**src/rtl/dcp_tx_formatter.sv**
```systemverilog
// Print formatter: serialises a raw byte, 8 hex digits and/or a line break to a byte stream.
// Latency: first tx_valid 2 cycles after req_tx accepted, then up to one byte per cycle.
// Backpressure: tx_valid/tx_data hold while tx_ready is low. DCP_TX_SEP_EN adds a space after hex digits.
module dcp_tx_formatter #(
  parameter bit HEX_LOWER = 1'b0,
  parameter bit NL_CR     = 1'b1
) (
  input  logic        clk,
  input  logic        rst,
  input  logic        req_tx,
  input  logic [1:0]  type_tx,
  input  logic [31:0] din,
  output logic        ack_tx,
  output logic        tx_valid,
  output logic [7:0]  tx_data,
  input  logic        tx_ready,
  output logic        busy
);

  typedef enum logic [1:0] {IDLE, LOAD, SEND, ACK} state_t;

`ifdef DCP_TX_SEP_EN
  localparam logic [3:0] DIGITS = 4'd9;
`else
  localparam logic [3:0] DIGITS = 4'd8;
`endif
  localparam logic [3:0] LB = NL_CR ? 4'd2 : 4'd1;

  state_t      state, state_d;
  logic [1:0]  type_q, type_d;
  logic [31:0] din_q, din_d;
  logic [3:0]  cnt_q, cnt_d;
  logic [3:0]  idx_q, idx_d;
  logic        tx_valid_d;
  logic [7:0]  tx_data_d;

  // Offset 10 folded into the base so n-10+'A' becomes n+base.
  function automatic logic [7:0] hex_char(input logic [3:0] n);
    if (n < 4'd10) return 8'h30 + {4'h0, n};
    return (HEX_LOWER ? 8'h57 : 8'h37) + {4'h0, n};
  endfunction

  function automatic logic [7:0] byte_at(input logic [1:0] t, input logic [31:0] d,
                                         input logic [3:0] i);
    logic [31:0] sh;
    logic [3:0]  k;
    sh = d << {i[2:0], 2'b00};
    k  = (t == 2'd3) ? i : i - DIGITS;
    if (t == 2'd0) return d[7:0];
    if (t != 2'd3 && i < 4'd8) return hex_char(sh[31:28]);
`ifdef DCP_TX_SEP_EN
    if (t != 2'd3 && i == 4'd8) return 8'h20;
`endif
    if (NL_CR && k == 4'd0) return 8'h0D;
    return 8'h0A;
  endfunction

  always_comb begin
    state_d    = state;
    type_d     = type_q;
    din_d      = din_q;
    cnt_d      = cnt_q;
    idx_d      = idx_q;
    tx_valid_d = tx_valid;
    tx_data_d  = tx_data;
    case (state)
      IDLE: begin
        if (req_tx) begin
          din_d   = din;
          type_d  = type_tx;
          idx_d   = 4'd0;
          state_d = LOAD;
          case (type_tx)
            2'd0:    cnt_d = 4'd1;
            2'd1:    cnt_d = DIGITS;
            2'd2:    cnt_d = DIGITS + LB;
            default: cnt_d = LB;
          endcase
        end
      end
      LOAD: begin
        tx_data_d  = byte_at(type_q, din_q, idx_q);
        tx_valid_d = 1'b1;
        state_d    = SEND;
      end
      SEND: begin
        if (tx_valid && tx_ready) begin
          if (idx_q + 4'd1 < cnt_q) begin
            idx_d     = idx_q + 4'd1;
            tx_data_d = byte_at(type_q, din_q, idx_q + 4'd1);
          end else begin
            tx_valid_d = 1'b0;
            state_d    = ACK;
          end
        end
      end
      ACK: begin
        // Requester must drop req_tx before another print can start.
        if (!req_tx) state_d = IDLE;
      end
      default: state_d = IDLE;
    endcase
  end

  always_ff @(posedge clk) begin
    if (rst) begin
      state    <= IDLE;
      type_q   <= 2'd0;
      din_q    <= 32'h0;
      cnt_q    <= 4'd0;
      idx_q    <= 4'd0;
      tx_valid <= 1'b0;
      tx_data  <= 8'h00;
    end else begin
      state    <= state_d;
      type_q   <= type_d;
      din_q    <= din_d;
      cnt_q    <= cnt_d;
      idx_q    <= idx_d;
      tx_valid <= tx_valid_d;
      tx_data  <= tx_data_d;
    end
  end

  assign ack_tx = (state == ACK);
  assign busy   = (state != IDLE);

endmodule

```
**config.mk**
```make
export PLATFORM = sky130hd
export DESIGN_NAME = dcp_tx_formatter
export DESIGN_NICKNAME = d
export VERILOG_FILES = /design/src/rtl/dcp_tx_formatter.sv
export SDC_FILE = /design/constraint.sdc
export NUM_CORES = 1
export LEC_CHECK = 0
export ABC_AREA = 0
export ABC_CLOCK_PERIOD_IN_PS = 7800
export BUFFER_PORTS_ARGS = -buffer_cell sky130_fd_sc_hd__buf_2
export CAP_MARGIN = 20
export CELL_PAD_IN_SITES_DETAIL_PLACEMENT = 0
export CELL_PAD_IN_SITES_GLOBAL_PLACEMENT = 1
export CORE_ASPECT_RATIO = 2
export CORE_MARGIN = 5
export CORE_UTILIZATION = 25
export DETAILED_ROUTE_END_ITERATION = 8
export HOLD_SLACK_MARGIN = 0.08
export PLACE_DENSITY = 0.6
export SYNTH_ARGS = -nofsm -noshare
export SYNTH_HDL_FRONTEND = slang
export SYNTH_SLANG_ARGS = --single-unit
```
**constraint.sdc**
```tcl
create_clock -name clk -period 7.8 [get_ports clk]
set_input_delay 0.39 -clock clk [delete_from_list [all_inputs] [get_ports clk]]
set_output_delay 0.39 -clock clk [all_outputs]
set_load 0.1 [all_outputs]
```
# After elaboration in Yosys (flattened, before gate mapping)
# Cells that the tools add are included.
# totals
word_cells,115
reg_bits,53
# op_classes
n_eq_ne,12
n_reduce_logical,16
magnitude_cmp,5
add_sub_neg,7
shift,2
muxes,66
# op_table
cell,n
2-to-1 mux 8 bit,17
left shift 32 x 5 -> 32 bit,2
2-to-1 mux 1 bit,35
"adder 6 x 4 -> 7 bit, first input constant",4
2-to-1 mux 4 bit,5
"less-than comparator 4 bit, second input constant",4
case mux 8 bit (2 select lines),1
"inequality test 2 bit, second input constant",6
case mux 4 bit (3 select lines),1
"== test 2 bit, second input constant",4
logical NOT 4 bit,2
2-to-1 mux 2 bit,4
case mux 2 bit (4 select lines),1
case mux 4 bit (2 select lines),1
AND reduction 4 bit,2
"subtractor 4 bit, second input constant",2
logical NOT 2 bit,3
AND reduction 3 bit,2
nonzero test 2 bit,3
"adder 4 x 1 -> 4 bit, second input constant",1
"== test 2 x 1 -> 1 bit, second input constant",2
less-than comparator 4 bit,1
logical AND 1 bit,3
case mux 1 bit (2 select lines),1
AND reduction 2 bit,1

# Depth between registers and ports, before layout
# Gate-level depths: netlist of run 1.
# depth
ltp_word,20
depth_mapped,11

# Worst setup path before layout of run 1
# Ideal clock, no wire load.
# synth_path
path_kind,flip-flop to flip-flop
from,register idx_q[1]
to,register tx_data[2]
n_path_buf,2
arrival_ns,3.020
path_stages_with_launch,12
path_slack_ns,4.700
t_required_ns,7.720
setup_ns,0.080
path_cell_list,dfxtp_1 clkinv_1 ha_1 buf_6 buf_6 mux4_1 mux2i_1 ha_1 and4b_1 o21ai_1 a221o_1 a211oi_2
# synth_between
elab_chain_cells,18
# synth_lines
item,line,rtl
from (decl),33,"logic [3:0] idx_q, idx_d;"
from (signal assigned),119,idx_q <= idx_d;
adder 4 x 1 -> 4 bit,"88, 90",
left shift 32 x 5 -> 32 bit,47,"sh = d << {i[2:0], 2'b00};"
less-than comparator 4 bit,39,"if (n < 4'd10) return 8'h30 + {4'h0, n};"
2-to-1 mux 1 bit,39,
2-to-1 mux 1 bit (2 in series),50,if (t != 2'd3 && i < 4'd8) return hex_char(sh[31:28]);
2-to-1 mux 1 bit,88,if (idx_q + 4'd1 < cnt_q) begin
2-to-1 mux 1 bit,87,if (tx_valid && tx_ready) begin
2-to-1 mux 1 bit,66,case (state)
2-to-1 mux 8 bit,40,"return (HEX_LOWER ? 8'h57 : 8'h37) + {4'h0, n};"
2-to-1 mux 8 bit,50,
2-to-1 mux 8 bit,54,if (NL_CR && k == 4'd0) return 8'h0D;
2-to-1 mux 8 bit,55,return 8'h0A;
2-to-1 mux 8 bit,54,
2-to-1 mux 8 bit,50,
2-to-1 mux 8 bit,88,
2-to-1 mux 8 bit,87,
case mux 8 bit (2 select lines),66,
to (signal assigned),121,tx_data <= tx_data_d;
to (decl),15,"output logic [7:0] tx_data,"
# Parallel ways exist; a longest one is shown, timed or not. The select of a mux whose other input is x is not followed.
# A chain may end at the register's enable or synchronous reset.

# Worst setup path in the final report of run 1
# layout_path
from,register idx_q[0]
to,register tx_data[2]
# The elaborated chain is that of the path after synthesis.

==> results.sh, run 1 <==
export IMPL_synth_top_cell_area_share_pct=33.2
export IMPL_globalRouteOverflowTotal=0
export IMPL_synth_area_top_cells="sky130_fd_sc_hd__dfxtp_1 33%, sky130_fd_sc_hd__nand2_1 9.4%, sky130_fd_sc_hd__a21oi_1 8.5%, sky130_fd_sc_hd__mux4_1 8.4%, sky130_fd_sc_hd__mux2i_1 5.7%"
export IMPL_synth_cell_types=49
export IMPL_min_from="din[6]"
export IMPL_start_util_pct=25.1
export IMPL_synth_compound_area_share_pct=16.3
export IMPL_final_period_minus_worst_setup_slack_ps=3830
export IMPL_tritoncts="yes"
export IMPL_synthSimpleGateAreaFrac_pct=17.7
export IMPL_worst_slew_margin_rel_pct=33.5
export IMPL_cp_max_fo=20
export IMPL_cts_hold_buffers_added=0
export IMPL_cts_clk_slew_worst_paths_ps=70
export IMPL_rr_endpoint="tx_data[2]"
export IMPL_boundaryPins=49
export IMPL_maxClockFrequency_mhz=261
export IMPL_flip_flop_and_latch_count_after_synthesis=52
export IMPL_power_leakage_nw=1.38
export IMPL_cts_htree_levels=2
export IMPL_cts_resized_gates=0
export IMPL_commonest_cells_in_the_synthesized_netlist="79 x sky130_fd_sc_hd__nand2_1, 53 x sky130_fd_sc_hd__a21oi_1, 52 x sky130_fd_sc_hd__dfxtp_1"
export IMPL_cts_sinks=52
export IMPL_detail_route_drc_violations=0
export IMPL_synth_cell_area_um2=3140
export IMPL_max_cap_violations=0
export IMPL_die_area_um2=15000
export IMPL_synth_fa_ha_area_share_pct=5.58
export IMPL_num_rows=58
export IMPL_final_hold_violating_endpoints=0
export IMPL_power_ir_vdd_worst_mv=0.143
export IMPL_yosysWarningCount=0
export IMPL_globalplace_congestion=0.855
export IMPL_synth_top_family_by_area="multiplexers"
export IMPL_global_route_total_usage_across_every_layer_pct=12.6
export IMPL_cp_start_kind="flop"
export IMPL_cp_end_kind="flop"
export IMPL_number_of_flops_mapped_to_enable_cells_by_yosys=0
export IMPL_timing_hold_worst_path_depth=3
export IMPL_clock_skew_final_ps=7.55
export IMPL_number_of_setup_buffers_added_after_cts=0
export IMPL_ys_seq_area_share_pct=33.2
export IMPL_height_of_the_die_um=168
export IMPL_die_w_um=89.2
export IMPL_async_flop_share_pct=0
export IMPL_global_route_wire_length_before_repair_mm=14.5
export IMPL_finalMaxSlewViolations=0
export IMPL_postSynthCellCount=356
export IMPL_power_per_cell_area_nw_per_um2=316
export IMPL_route_detailed_wl_per_inst_um=16.6
export IMPL_final_antenna_net_count=0
export IMPL_clkLatencyLatePin_ps=300
export IMPL_n_antenna_cell=0
export IMPL_utilization_pct=28.6
export IMPL_syn_num_nets=408
export IMPL_route_final_wire_length_mm=8.99
export IMPL_first_global_vias=2858
export IMPL_total_vias_in_the_final_route=2695
export IMPL_detailedRoute_firstPassIterationCount=4
export IMPL_syn_mean_instance_area_um2=8.81
export IMPL_setup_worst_path_class="reg2reg"
export IMPL_hp_class="in2reg"
export IMPL_layout_drive_gt1_share_pct=18.9
export IMPL_largest_net_degree_at_the_start_of_global_routing=53
export IMPL_cts_buffers_inserted=5
export IMPL_num_nets_final=443
export IMPL_setup_repair_after_global_routing_missed_its_margin="false"
export IMPL_placeableCoreArea_um2=12500
export IMPL_crit_path_dat_ps=4050
export IMPL_reg2reg_from="idx_q[0]"
export IMPL_worstSetupStartpoint="idx_q[0]"
export IMPL_areaGrowthSynthToFinish_pct=13.9
export IMPL_tightestPinTransition_ps=998
export IMPL_synthDominantAreaCellType="sky130_fd_sc_hd__dfxtp_1"
export IMPL_setup_violations=0
export IMPL_status="finished clean"
export IMPL_muxShareOfSynthArea_pct=19.5
export IMPL_fin_setup_tns_ps=0
export IMPL_synth_xor_area_share_pct=1.36
export IMPL_grt_antenna_before_repair=0
export IMPL_synth_top_flop_cell="sky130_fd_sc_hd__dfxtp_1"
export IMPL_cts_root_buf="sky130_fd_sc_hd__clkbuf_16"
export IMPL_worst_r2r_cell_count=9
export IMPL_worst_endpoint_required_ps=8020
export IMPL_drt_first_iter_violations=121
export IMPL_ff2ff_setup_slack_ps=3970
export IMPL_buffer_ports_inserted=48
export IMPL_final_period_utilization_pct=49.1
export IMPL_min_delay_worst_endpoint="din_q[6]"
export IMPL_hpwlAfterDp_mm=7.15
export IMPL_clk_path_buf_depth=2
export IMPL_yosys_cell_count_top_type="sky130_fd_sc_hd__nand2_1"
export IMPL_viasPerCell=4.97
[critical path, cell delays in order, from the launching register on]
cell	delay, ps
sky130_fd_sc_hd__dfxtp_1	700
sky130_fd_sc_hd__inv_2	210
sky130_fd_sc_hd__ha_1	930
sky130_fd_sc_hd__mux4_1	650
sky130_fd_sc_hd__mux2i_1	240
sky130_fd_sc_hd__ha_1	220
sky130_fd_sc_hd__and4b_1	200
sky130_fd_sc_hd__o21ai_1	70
sky130_fd_sc_hd__a221o_1	360
sky130_fd_sc_hd__a211oi_2	170
[cells by family (layout without fill, tap and decap cells)]
group,count (synthesis),count (layout)
buffers and inverters,35,71
muxes,38,38
DFF,52,52
adders and majority gates,14,14
and+or+nand+nor,127,127
AOI/OAI and AO/OA,86,86
xor gates and xnor gates,4,4
[power breakdown]
part           total, mW  internal (mW)  switching, mW
clock network      0.226          0.128         0.0981
registers          0.372          0.318         0.0543
logic              0.533          0.162          0.371
total               1.13          0.608          0.524
[per-layer routing]
metal / track usage [%] / up-vias / routed length, um
met1: 11.6 / 1269 / 3090
met4: 7.78 / 0 / 488
met2: 24.0 / 57 / 5180
met3: 2.06 / 27 / 241
met5: 0 / - / 0
li1: - / 1342 / -
[worst max-delay path by stage]
stage                      end  slack, ps  depth (start not counted)
global route        tx_data[6]       3620                          9
CTS                 tx_data[2]       3980                          9
finish              tx_data[2]       3970                          9
floorplan           tx_data[2]       4700                         11
global placement    tx_data[2]       4070                          9
detailed placement  tx_data[2]       3980                          9
[layout make-up]
class	instances	area, um^2
Clock buffer	8	146
Tap cell	150	188
Fill cell	1394	8910
Multi-Input combinational cell	269	1900
Inverter	13	48.8
Sequential cell	52	1040
Timing Repair Buffer	50	255
[registers in the layout, summed over array words and instances (netlist names)]
name and cells:
type_q 2, din_q 32, idx_q 4, tx_data 8, tx_valid 1, state 2, cnt_q 3
[placed cells by master (no fill, tap or decap), types with 3 or more instances in the layout]
| master | n |
|---|---|
| sky130_fd_sc_hd__buf_2 | 48 |
| sky130_fd_sc_hd__mux4_2 | 4 |
| sky130_fd_sc_hd__inv_1 | 11 |
| sky130_fd_sc_hd__nor2b_1 | 4 |
| sky130_fd_sc_hd__nand3_1 | 3 |
| sky130_fd_sc_hd__mux2_2 | 5 |
| sky130_fd_sc_hd__mux4_1 | 10 |
| sky130_fd_sc_hd__mux2i_1 | 18 |
| sky130_fd_sc_hd__a31oi_1 | 4 |
| sky130_fd_sc_hd__a22oi_1 | 3 |
| sky130_fd_sc_hd__clkbuf_16 | 5 |
| sky130_fd_sc_hd__nor3_1 | 11 |
| sky130_fd_sc_hd__a21oi_1 | 53 |
| sky130_fd_sc_hd__ha_1 | 14 |
| sky130_fd_sc_hd__nand2_1 | 79 |
| sky130_fd_sc_hd__dfxtp_1 | 52 |
| sky130_fd_sc_hd__nor2_1 | 16 |
| sky130_fd_sc_hd__a211oi_1 | 5 |
| sky130_fd_sc_hd__xnor2_1 | 3 |
| sky130_fd_sc_hd__o21ai_0 | 4 |
[stage by stage]
| step | hold WS [ps] | instance area (um^2) | cells | setup slack [ps] | power (mW) |
|---|---|---|---|---|---|
| 2_1_floorplan | 434 | 3140 | 356 | 4700 | 0.804 |
| 3_3_place_gp | 449 | 3430 | 534 | 4070 | 0.910 |
| 3_5_place_dp | 461 | 3430 | 534 | 3980 | 0.919 |
| 4_1_cts | 322 | 3570 | 542 | 3980 | 1.15 |
| 5_1_grt | 334 | 3570 | 542 | 3620 | 1.20 |
| 6_report | 331 | 3570 | 542 | 3970 | 1.13 |
Note: power is estimated with default switching activity, not from simulation.
==> run 2, diff against run 1 <==
--- a/config.mk
+++ b/config.mk
@@ -5,8 +5,8 @@
 export SDC_FILE = /design/constraint.sdc
 export NUM_CORES = 1
 export LEC_CHECK = 0
-export ABC_AREA = 0
-export ABC_CLOCK_PERIOD_IN_PS = 7800
+export ABC_AREA = 1
+export ABC_CLOCK_PERIOD_IN_PS = 3150
 export BUFFER_PORTS_ARGS = -buffer_cell sky130_fd_sc_hd__buf_2
 export CAP_MARGIN = 20
 export CELL_PAD_IN_SITES_DETAIL_PLACEMENT = 0
@@ -16,7 +16,7 @@
 export CORE_UTILIZATION = 25
 export DETAILED_ROUTE_END_ITERATION = 8
 export HOLD_SLACK_MARGIN = 0.08
-export PLACE_DENSITY = 0.6
+export PLACE_DENSITY = 0.65
 export SYNTH_ARGS = -nofsm -noshare
 export SYNTH_HDL_FRONTEND = slang
 export SYNTH_SLANG_ARGS = --single-unit
==> constraint.sdc (replaced) <==
create_clock -name clk -period 3.15 [get_ports clk]
set_input_delay 0.1575 -clock clk [delete_from_list [all_inputs] [get_ports clk]]
set_output_delay 0.1575 -clock clk [all_outputs]
set_load 0.1 [all_outputs]
==> results.sh, run 2 <==
export IMPL_cp_cell_sequence="nand3_1 > xor2_1 > inv_1 > ha_1 > a21o_1 > inv_2 > nand2_2 > o21ai_4 > nand2_4 > inv_2 > nand3_1 > a21oi_1"
export IMPL_detailedRoute_firstPassIterationCount=4
export IMPL_postSynthCellCount=493
export IMPL_maxClockFrequency_mhz=414
export IMPL_internal_power_mw=1.68
export IMPL_num_nets_final=585
export IMPL_ff2ff_setup_slack_ps=740
export IMPL_detailed_place_area_um2=3540
export IMPL_cts_hold_buffers_added=0
export IMPL_first_global_vias=3267
export IMPL_drt_first_iter_violations=108
export IMPL_power_switching_mw=1.70
export IMPL_globalplace_congestion=0.881
export IMPL_grt_antenna_before_repair=0
export IMPL_timing_critical_path_slowest_cell_delay_ps=620
export IMPL_buffer_ports_inserted=48
export IMPL_layout_drive_gt1_share_pct=16.1
export IMPL_multi_input_area_um2=1760
export IMPL_syn_num_nets=545
export IMPL_power_leakage_nw=1.78
export IMPL_reg2reg_from="idx_q[2]"
export IMPL_min_from="din[12]"
export IMPL_cp_max_fo=12
export IMPL_cts_htree_levels=2
export IMPL_ys_seq_area_share_pct=32.8
export IMPL_report_power_total_mw=3.39
export IMPL_fin_setup_tns_ps=0
export IMPL_clk_path_buf_depth=2
export IMPL_max_cap_violations=0
export IMPL_tritoncts="yes"
export IMPL_clkLatencyLatePin_ps=290
export IMPL_regMostFlops="din_q"
export IMPL_route_detailed_wl_per_inst_um=13.6
export IMPL_synth_top_cell_area_share_pct=32.8
export IMPL_placeableCoreArea_um2=12600
export IMPL_async_flop_share_pct=0
export IMPL_flip_flop_and_latch_count_after_synthesis=52
export IMPL_final_hold_violating_endpoints=0
export IMPL_cts_clk_slew_worst_paths_ps=70
export IMPL_commonest_cells_in_the_synthesized_netlist="135 x sky130_fd_sc_hd__nand2_1, 59 x sky130_fd_sc_hd__a21oi_1, 55 x sky130_fd_sc_hd__inv_1"
export IMPL_final_seq_area_um2=1040
export IMPL_height_of_the_die_um=169
export IMPL_status="finished clean"
export IMPL_fill_cells=1421
export IMPL_power_share_combinational_pct=56.4
export IMPL_final_period_utilization_pct=76.6
export IMPL_final_antenna_net_count=0
export IMPL_viasPerCell=4.64
export IMPL_cp_end_kind="flop"
export IMPL_layout_cells_most_common_list="134 x sky130_fd_sc_hd__nand2_1, 59 x sky130_fd_sc_hd__a21oi_1, 55 x sky130_fd_sc_hd__inv_1"
export IMPL_power_per_cell_area_nw_per_um2=918
export IMPL_num_rows=58
export IMPL_cts_sinks=52
export IMPL_setup_violations=0
export IMPL_yosys_cell_count_top_type="sky130_fd_sc_hd__nand2_1"
export IMPL_worst_endpoint_required_ps=3380
export IMPL_power_ir_vdd_worst_mv=0.601
export IMPL_n_antenna_cell=0
export IMPL_synthDominantAreaCellType="sky130_fd_sc_hd__dfxtp_1"
export IMPL_worst_path_max_delay_cell="sky130_fd_sc_hd__dfxtp_1"
export IMPL_route_final_wire_length_mm=9.29
export IMPL_worst_r2r_cell_count=12
export IMPL_stdcell_area_um2=3690
export IMPL_global_route_wire_length_before_repair_mm=15.5
export IMPL_cts_root_buf="sky130_fd_sc_hd__clkbuf_16"
export IMPL_reg_top3="din_q (32), tx_data (8), idx_q (4)"
export IMPL_cts_resized_gates=0
export IMPL_detail_route_drc_violations=0
export IMPL_number_of_setup_buffers_added_after_cts=0
export IMPL_boundaryPins=49
export IMPL_setup_worst_path_class="reg2reg"
export IMPL_cp_start_kind="flop"
export IMPL_layout_cells_most_common="sky130_fd_sc_hd__nand2_1"
export IMPL_synth_cell_area_um2=3170
export IMPL_crit_path_dat_ps=2640
export IMPL_worst_slew_margin_rel_pct=43.3
export IMPL_clock_skew_final_ps=5.09
export IMPL_pwr_share_clk_pct=16.5
export IMPL_total_vias_in_the_final_route=3172
export IMPL_synth_area_top_cells="sky130_fd_sc_hd__dfxtp_1 33%, sky130_fd_sc_hd__nand2_1 16%, sky130_fd_sc_hd__a21oi_1 9.3%, sky130_fd_sc_hd__nand3_1 8.0%, sky130_fd_sc_hd__o21ai_0 7.3%"
export IMPL_gr_usage_met1_pct=13.3
export IMPL_hpwlAfterDp_mm=7.64
export IMPL_number_of_flops_mapped_to_enable_cells_by_yosys=0
export IMPL_areaGrowthSynthToFinish_pct=16.2
export IMPL_die_area_um2=15200
export IMPL_netSwitchingFraction_pct=50.3
export IMPL_met3_usage_pct=1.26
export IMPL_globalRouteOverflowTotal=0
export IMPL_syn_mean_instance_area_um2=6.43
export IMPL_hp_class="in2reg"
export IMPL_rr_endpoint="tx_data[7]"
export IMPL_setup_repair_after_global_routing_missed_its_margin="false"
export IMPL_synth_cell_types=30
export IMPL_timing_hold_worst_path_depth=3
export IMPL_global_route_total_usage_across_every_layer_pct=13.1
export IMPL_final_period_minus_worst_setup_slack_ps=2410
export IMPL_synth_top_flop_cell="sky130_fd_sc_hd__dfxtp_1"
export IMPL_tightestPinTransition_ps=847
export IMPL_yosysWarningCount=0
export IMPL_grt_util_met2_pct=24.6
export IMPL_cts_buffers_inserted=5
export IMPL_min_delay_worst_endpoint="din_q[12]"
export IMPL_largest_register_ff_count=32
export IMPL_global_route_peak_usage_layer="met2"
export IMPL_power_sequential_fraction_pct=27.2
export IMPL_finalMaxSlewViolations=0
export IMPL_largest_net_degree_at_the_start_of_global_routing=54
export IMPL_start_util_pct=25.3
export IMPL_die_w_um=89.6
run 2: worst max-delay path: cells and delay by family (launching register included):
kind | cells | cell delay (ps)
flops | 1 | 620
simple gates | 4 | 420
compound gates | 3 | 500
xor+xnor | 1 | 210
buf+inv | 3 | 280
fa+ha+maj | 1 | 310
run 2: cell type report:
type / count / share of cell area, %
multi-input cells: 354 / 47.9
flip-flops and latches: 52 / 28.2
repair buffers: 56 / 8.15
clock inverters: 1 / 0.204
clock buffers: 7 / 3.87
well taps: 150 / 5.09
inverters: 64 / 6.59
run 2: worst max path at each step:
stage          slack (ps)     start         end  cells after the start
2_1_floorplan         860  idx_q[0]  tx_data[1]                     18
3_3_place_gp          800  idx_q[0]  tx_data[2]                     13
3_5_place_dp          750  idx_q[2]  tx_data[7]                     12
4_1_cts               730  idx_q[2]  tx_data[7]                     12
5_1_grt               490  idx_q[2]  tx_data[7]                     12
6_report              740  idx_q[2]  tx_data[7]                     12
run 2: metrics by stage:
stage	util (%)	hold WS, ps	std cells	setup slack, ps
2_1_floorplan	-	309	493	859
3_3_place_gp	28.2	420	676	803
3_5_place_dp	28.2	421	676	746
4_1_cts	29.4	117	684	726
5_1_grt	29.4	150	684	491
6_report	29.4	116	684	736
run 2: logic make-up (layout without fill, tap and decap cells):
group	count (synthesis)	in the layout	share of synthesized area (%)
AO/OA/AOI/OAI	122	122	20.3
buffers and inverters	87	128	11.6
adder cells (fa/ha/maj)	14	14	5.52
flip-flops	52	52	32.8
AND/OR/NAND/NOR	216	216	28.9
XOR/XNOR	2	2	0.789
run 2: layer usage:
metal	vias up	wire (um)
li1	1670	-
met1	1422	3380
met2	56	5170
met3	24	248
met4	0	485
met5	-	0
run 2: power groups by stage:
stage	registers, mW	logic (mW)	clock network (mW)
floorplan	1.16	1.28	0
global placement	0.936	1.91	0
detailed placement	0.937	1.92	0
CTS	0.922	1.93	0.576
global route	0.943	2.16	0.602
finish	0.919	1.91	0.557
==> run 3, diff against run 2 <==
--- a/config.mk
+++ b/config.mk
@@ -6,7 +6,7 @@
 export NUM_CORES = 1
 export LEC_CHECK = 0
 export ABC_AREA = 1
-export ABC_CLOCK_PERIOD_IN_PS = 3150
+export ABC_CLOCK_PERIOD_IN_PS = 2100
 export BUFFER_PORTS_ARGS = -buffer_cell sky130_fd_sc_hd__buf_2
 export CAP_MARGIN = 20
 export CELL_PAD_IN_SITES_DETAIL_PLACEMENT = 0
==> constraint.sdc (replaced) <==
create_clock -name clk -period 2.1 [get_ports clk]
set_input_delay 0.105 -clock clk [delete_from_list [all_inputs] [get_ports clk]]
set_output_delay 0.105 -clock clk [all_outputs]
set_load 0.1 [all_outputs]
==> results.sh, run 3 (synthesized netlist as in run 2, its figures left out) <==
export IMPL_clk_path_buf_depth=2
export IMPL_final_setup_worst_slack_ps=12.7
export IMPL_tightestPinTransition_ps=502
export IMPL_worst_setup_path_endpoint="idx_q[1]"
export IMPL_worst_slew_margin_rel_pct=66.7
export IMPL_tritoncts="yes"
export IMPL_globalplace_congestion=0.878
export IMPL_place_ws_ps=-41.2
export IMPL_regMostFlops="din_q"
export IMPL_finalMaxSlewViolations=0
export IMPL_critical_path_most_common_cell="sky130_fd_sc_hd__nand2_2"
export IMPL_min_from="din[0]"
export IMPL_route_final_wire_length_mm=9.84
export IMPL_ff2ff_setup_slack_ps=10
export IMPL_reg2reg_from="idx_q[0]"
export IMPL_placeableCoreArea_um2=12600
export IMPL_utilization_pct=33.6
export IMPL_worst_path_max_delay_cell="sky130_fd_sc_hd__dfxtp_4"
export IMPL_boundaryPins=49
export IMPL_timing_critical_path_slowest_cell_delay_ps=410
export IMPL_worstSetupStartpoint="idx_q[0]"
export IMPL_maxClockFrequency_mhz=479
export IMPL_largest_net_degree_at_the_start_of_global_routing=67
export IMPL_drt_first_iter_violations=132
export IMPL_timing_hold_worst_path_depth=3
export IMPL_final_antenna_net_count=0
export IMPL_final_hold_violating_endpoints=0
export IMPL_layout_drive_gt1_share_pct=27.5
export IMPL_setup_repair_after_global_routing_missed_its_margin="true"
export IMPL_rr_endpoint="idx_q[1]"
export IMPL_final_period_utilization_pct=99.4
export IMPL_global_route_total_usage_across_every_layer_pct=13.2
export IMPL_cp_end_kind="flop"
export IMPL_final_period_minus_worst_setup_slack_ps=2090
export IMPL_globalRouteOverflowTotal=0
export IMPL_hp_class="in2reg"
export IMPL_buffer_ports_inserted=48
export IMPL_route_detailed_wl_per_inst_um=13.8
export IMPL_start_util_pct=25.3
export IMPL_reg_top3="din_q (32), tx_data (8), idx_q (4)"
export IMPL_cts_root_buf="sky130_fd_sc_hd__clkbuf_16"
export IMPL_worst_r2r_cell_count=13
export IMPL_power_ir_vdd_worst_mv=0.564
export IMPL_setup_violations=0
export IMPL_power_leakage_nw=1.98
export IMPL_cts_buffers_inserted=5
export IMPL_num_nets_final=615
export IMPL_cts_clk_slew_worst_paths_ps=70
export IMPL_layout_cells_most_common_list="125 x sky130_fd_sc_hd__nand2_1, 51 x sky130_fd_sc_hd__inv_1, 50 x sky130_fd_sc_hd__a21oi_1, 50 x sky130_fd_sc_hd__dfxtp_1, 48 x sky130_fd_sc_hd__buf_2"
export IMPL_fin_setup_tns_ps=0
export IMPL_worst_endpoint_required_ps=2270
export IMPL_status="finished clean"
export IMPL_clkLatencyLatePin_ps=300
export IMPL_cp_max_fo=6
export IMPL_num_rows=58
export IMPL_n_antenna_cell=0
export IMPL_height_of_the_die_um=169
export IMPL_die_area_um2=15200
export IMPL_detail_route_drc_violations=0
export IMPL_cp_cell_sequence="inv_4 > ha_4 > ha_4 > inv_2 > a21oi_2 > o211ai_2 > nand2_2 > o21ai_4 > nand2_2 > inv_2 > nand2_2 > nand2_1 > a21oi_2"
export IMPL_cp_start_kind="flop"
export IMPL_cts_sinks=52
export IMPL_crit_path_dat_ps=2260
export IMPL_max_cap_violations=0
export IMPL_clock_skew_final_ps=7.87
export IMPL_viasPerCell=4.67
export IMPL_final_hold_worst_slack_ps=80.6
export IMPL_report_power_total_mw=5.76
export IMPL_grt_antenna_before_repair=0
export IMPL_areaGrowthSynthToFinish_pct=33.2
export IMPL_cts_htree_levels=2
export IMPL_largest_register_ff_count=32
export IMPL_layout_cells_most_common="sky130_fd_sc_hd__nand2_1"
export IMPL_hpwlAfterDp_mm=7.70
export IMPL_power_per_cell_area_nw_per_um2=1360
export IMPL_detailedRoute_firstPassIterationCount=4
export IMPL_total_vias_in_the_final_route=3333
export IMPL_first_global_vias=3221
export IMPL_setup_worst_path_class="reg2reg"
export IMPL_global_route_wire_length_before_repair_mm=15.5
export IMPL_die_w_um=89.6
==> run 3: worst min-delay path by stage <==
stage | slack [ps] | endpoint
floorplan | 260 | type_q[1]
global placement | 370 | din_q[20]
detailed placement | 360 | din_q[4]
CTS | 80 | din_q[28]
global route | 90 | din_q[0]
finish | 80 | din_q[0]
==> run 3: layout make-up <==
class / instances / area, um^2
clock inverter: 1 / 30.0
sequential: 52 / 1050
inverter: 64 / 251
tap: 150 / 188
multi-input combinational: 355 / 1980
fill: 1380 / 8330
timing repair buffer: 85 / 581
clock buffer: 7 / 153
==> run 3: where the power goes <==
| part | switching (mW) | total, mW | internal (mW) | leakage [nW] |
|---|---|---|---|---|
| Clock | 0.367 | 0.995 | 0.628 | 0.0901 |
| Sequential | 0.138 | 1.40 | 1.26 | 0.430 |
| Combinational | 2.30 | 3.36 | 1.07 | 1.46 |
==> run 3: what timing repair did <==
action                                 CTS  global route
setup endpoints to repair               14            14
pin swaps                                1            19
gates resized for setup                  3            50
setup buffers                            1             9
gates cloned                             0             1
endpoints found under the hold margin    4             0
hold buffers                             4             0
==> run 3: metrics by stage <==
step                area [um^2]  instances
floorplan                  3220        493
finish                     4220        714
CTS                        3950        704
detailed placement         3720        691
global route               4220        714
global placement           3720        691
==> run 3: layer usage <==
metal,global-route usage (%),share of wire (%)
met3,1.65,2.6
met1,13.3,36
met5,0,0
met4,7.45,4.5
met2,24.8,57
==> run 3: worst max-delay path, delay by kind of cell, from the launching register on <==
family	cells	cell delay [ps]
flops	1	410
buf+inv	3	190
compound gates	4	450
fa+ha+maj	2	530
simple gates	4	390
